$ cat config.mk
export PLATFORM = sky130hd
export DESIGN_NAME = cla_slice_sequencer
export DESIGN_NICKNAME = d
export VERILOG_FILES = /design/src/rtl/cla_slice_sequencer.sv
export SDC_FILE = /design/constraint.sdc
export NUM_CORES = 1
export LEC_CHECK = 0
export BUFFER_PORTS_ARGS = -buffer_cell sky130_fd_sc_hd__buf_2
export CAP_MARGIN = 40
export CORE_ASPECT_RATIO = 0.9
export CORE_MARGIN = 2
export CORE_UTILIZATION = 51
export DETAILED_ROUTE_END_ITERATION = 8
export GPL_TIMING_DRIVEN = 0
export PLACE_DENSITY_LB_ADDON = 0.25
export SYNTH_ARGS = -nofsm -noshare
export SYNTH_HDL_FRONTEND = slang
export SYNTH_SLANG_ARGS = --single-unit
$ cat constraint.sdc
create_clock -name clock -period 1.8 [get_ports clock]
set_input_delay 0 -clock clock [delete_from_list [all_inputs] [get_ports clock]]
set_output_delay 0 -clock clock [all_outputs]
set_load 0.05 [all_outputs]
$ cat src/rtl/cla_slice_sequencer.sv
// Multi-cycle wide adder: time-multiplexes one external carry-lookahead slice
// over NUM_SLICES chunks, chaining the carry through a register.
module cla_slice_sequencer #(
  parameter  int SLICE_W    = 3,
  parameter  int NUM_SLICES = 4,
  localparam int W          = SLICE_W * NUM_SLICES
) (
  input  logic               clock,
  input  logic               reset,
  input  logic               io_in_valid,
  output logic               io_in_ready,
  input  logic [W-1:0]       io_in_a,
  input  logic [W-1:0]       io_in_b,
  input  logic               io_in_cin,
  output logic               io_out_valid,
  input  logic               io_out_ready,
  output logic [W-1:0]       io_out_sum,
  output logic               io_out_cout,
  output logic [SLICE_W-1:0] io_slice_a,
  output logic [SLICE_W-1:0] io_slice_b,
  output logic               io_slice_carry,
  input  logic [SLICE_W-1:0] io_slice_s,
  input  logic               io_slice_p,
  input  logic               io_slice_g
);

  localparam int IDX_W = (NUM_SLICES > 1) ? $clog2(NUM_SLICES) : 1;
  localparam logic [IDX_W-1:0] LAST_IDX = IDX_W'(NUM_SLICES - 1);

  typedef enum logic [1:0] {IDLE, RUN, DONE} state_e;

  state_e                                state_q, state_d;
  logic [IDX_W-1:0]                      idx_q, idx_d;
  logic [NUM_SLICES-1:0][SLICE_W-1:0]    a_q, a_d;
  logic [NUM_SLICES-1:0][SLICE_W-1:0]    b_q, b_d;
  logic [NUM_SLICES-1:0][SLICE_W-1:0]    sum_q, sum_d;
  logic                                  carry_q, carry_d;

  // NOTE: state registers use non-blocking assignments so every flop samples
  // the pre-edge values of the others, independent of statement order.
  always_ff @(posedge clock or posedge reset) begin
    if (reset) begin
      state_q <= IDLE;
      idx_q   <= '0;
      a_q     <= '0;
      b_q     <= '0;
      sum_q   <= '0;
      carry_q <= 1'b0;
    end else begin
      state_q <= state_d;
      idx_q   <= idx_d;
      a_q     <= a_d;
      b_q     <= b_d;
      sum_q   <= sum_d;
      carry_q <= carry_d;
    end
  end

  // NOTE: every signal written below gets a default first, so no path through
  // the case statement can leave one unassigned and infer a latch.
  always_comb begin
    state_d        = state_q;
    idx_d          = idx_q;
    a_d            = a_q;
    b_d            = b_q;
    sum_d          = sum_q;
    carry_d        = carry_q;
    io_in_ready    = 1'b0;
    io_out_valid   = 1'b0;
    io_out_sum     = '0;
    io_out_cout    = 1'b0;
    io_slice_a     = '0;
    io_slice_b     = '0;
    io_slice_carry = 1'b0;

    unique case (state_q)
      IDLE: begin
        // Reset gates ready directly so nothing is accepted while it is held.
        io_in_ready = ~reset;
        if (io_in_valid && io_in_ready) begin
          a_d     = io_in_a;
          b_d     = io_in_b;
          carry_d = io_in_cin;
          sum_d   = '0;
          idx_d   = '0;
          state_d = RUN;
        end
      end
      RUN: begin
        io_slice_a     = a_q[idx_q];
        io_slice_b     = b_q[idx_q];
        io_slice_carry = carry_q;
        sum_d[idx_q]   = io_slice_s;
        carry_d        = io_slice_g | (io_slice_p & carry_q);
        idx_d          = idx_q + 1'b1;
        if (idx_q == LAST_IDX) begin
          idx_d   = '0;
          state_d = DONE;
        end
      end
      DONE: begin
        io_out_valid = 1'b1;
        io_out_sum   = sum_q;
        io_out_cout  = carry_q;
        if (io_out_ready) state_d = IDLE;
      end
      default: state_d = IDLE;
    endcase
  end

endmodule

==> results.ini <==
[final_layout]
final_area_sq_um = 2740
nets = 322
area_growth_pct = 39.3
diodes = 0
drive_gt1_frac = 0.296
final_cells = 330

[logic_synthesis]
synth_area_sq_um = 1970
yosysMostFrequentCell = nand2_1
synthTopCellsByArea = dfrtp_1 52%, nand2_1 14%, mux4_2 6.9%
synth-edff-count = 0
synth_seq_cells = 41
synth_common_cells = 74 x nand2_1, 41 x dfrtp_1, 21 x and2_1, 12 x a32o_1, 6 x mux4_2
ys_seq_area_frac = 0.522
ys_types = 23
avgSynthCellArea_sq_um = 10.2
synth-warning-count = 0
synthCells = 193
synth_nets = 232
ys.flop_type = dfrtp_1
yosys.area.top_type = dfrtp_1
synthArstFlopShare = 1.00
synth_top_area_frac = 0.522

[drt]
vias = 1685
routed_wl_microns = 4520
drc = 0
firstDrtPassIters = 4
drtIter0Drc = 76
wl_per_cell_microns = 13.7
antenna_left = 0
detail_route.vias_per_cell = 5.11

[die]
num_rows = 21
die_w_microns = 69.4
coreArea_sq_um = 3700
die_y_microns = 62.9
initial_core_util = 0.531
io_pins = 56
die_area_sq_um = 4370

[power_and_ir_drop]
power_mw = 4.45
p_leak_nw = 1.45
ir_worst_vdd_mv = 1.05
p_per_area_nw_per_um2 = 1630

[sta]
finalClockSkew_ns = 0.00666
relSlewSlack = 0.683
fin_setup_tns_ns = 0
post-route-min-period_ns = 1.75
setup-violations-final = 0
finalCritPeriodShare = 0.971
finalMaxSlewViolations = 0
rsz0062_at_grt = true
hold_viol_final = 0
fmax_mhz = 572
tightest_slew_ns = 0.475
hold_slack_ns = 0.00277

[cts]
cts_tree = yes
clkTransAtPathRegs_ns = 0.08
cts_buffer_depth = 2
clk_latency_ns = 0.30
cts.sinks = 41
cts_made_buffers = 5
clockRootBuffer = clkbuf_8
htreeDepth = 2

[worst_setup_path]
crit_type = reg2out
crit_fanout = 10
arrival_ns = 1.75
cp-end-kind = primary output
start_kind = register
cp.required_ns = 1.80

[run_status]
status = finished clean

[grt]
grt_pass1_vias = 1675
grt_pass1_wl_microns = 7590
antenna_found_initial = 0
grt_use_total = 0.222
grt_max_degree = 23
grt-ovfl-total = 0

[place]
dpl_cell_area_sq_um = 2330
dp_hpwl_microns = 2940
place.gp.congestion = 0.771
port_buffers = 55
dp.cells = 295

[min_path]
hp-class = in2reg

[flow_run]
maxCapViolCount = 0

state kept, by name, indices dropped and copies added, names as in the netlist:
signal,flops
a_q,12
b_q,12
carry_q,1
idx_q,2
state_q,2
sum_q,12
logic make-up after synthesis:
| family | Yosys count | synth area share |
|---|---|---|
| fa+ha+maj | 5 | 0.0318 |
| flops | 41 | 0.522 |
| buf+inv | 16 | 0.0458 |
| simple gates | 103 | 0.239 |
| compound gates | 22 | 0.0929 |
| mux | 6 | 0.0687 |
worst paths after layout:
check | startpoint | end | slack, ns | cells after the start
max in group asynchronous | reset | idx_q[1] | 1.04 | 4
worst max-delay path | state_q[0] | io_slice_b[0] | 0.05 | 4
worst min-delay path | io_slice_s[1] | sum_q[7] | 0.003 | 2
worst max register to register | state_q[0] | sum_q[11] | 0.12 | 4
min in group asynchronous | reset | sum_q[9] | 0.29 | 3
worst min register to register | b_q[9] | b_q[9] | 0.48 | 2
per-layer routing:
layer	wire length (microns)	global-route usage	vias to the layer above
li1	-	-	821
met1	2030	0.286	798
met2	2200	0.369	59
met3	241	0.0452	7
met4	57	0.0882	0
met5	0	0	-
cells in the final DEF (no fill, tap or decap), types with 3 or more instances in the layout:
cell type	instances
mux4_2	6
buf_4	4
buf_2	57
a21oi_1	5
clkbuf_8	6
dfrtp_1	41
and2_1	21
ha_1	5
nand2_1	74
inv_1	4
dlygate4sd3_1	27
a32o_1	12
buf_6	3
worst max-delay path: stages (launching register included):
cell	delay (ns)
dfrtp_1	0.50
nor2b_4	0.26
clkbuf_2	0.25
and2_1	0.18
buf_2	0.27
cell type report:
type,instances,area [sq um]
Sequential cell,41,1030
Fill cell,275,967
Multi-Input combinational cell,136,862
Timing Repair Buffer,84,581
Clock buffer,7,86.3
Buffer,10,76.3
Tap cell,46,57.6
Clock inverter,1,30.0
Inverter,5,18.8
power breakdown:
group | total, mW | switching [mW] | internal [mW]
clock network | 0.774 | 0.322 | 0.452
logic | 2.04 | 1.19 | 0.851
registers | 1.64 | 0.286 | 1.36
total | 4.45 | 1.80 | 2.66
what timing repair did:
item,CTS,global route
gates cloned,0,0
pin swaps,0,0
buffers inserted,1,0
resized for setup,4,4
setup endpoints to repair,16,16
hold buffers,27,0
hold endpoints to repair,45,0
stage by stage:
stage	setup WS [ns]	util
global placement	0.176	0.620
detailed placement	0.166	0.628
finish	0.0519	0.739
global route	-0.0215	0.739
floorplan	0.0245	-
CTS	0.0338	0.736
No activity file was read; power rests on OpenSTA's default activity.
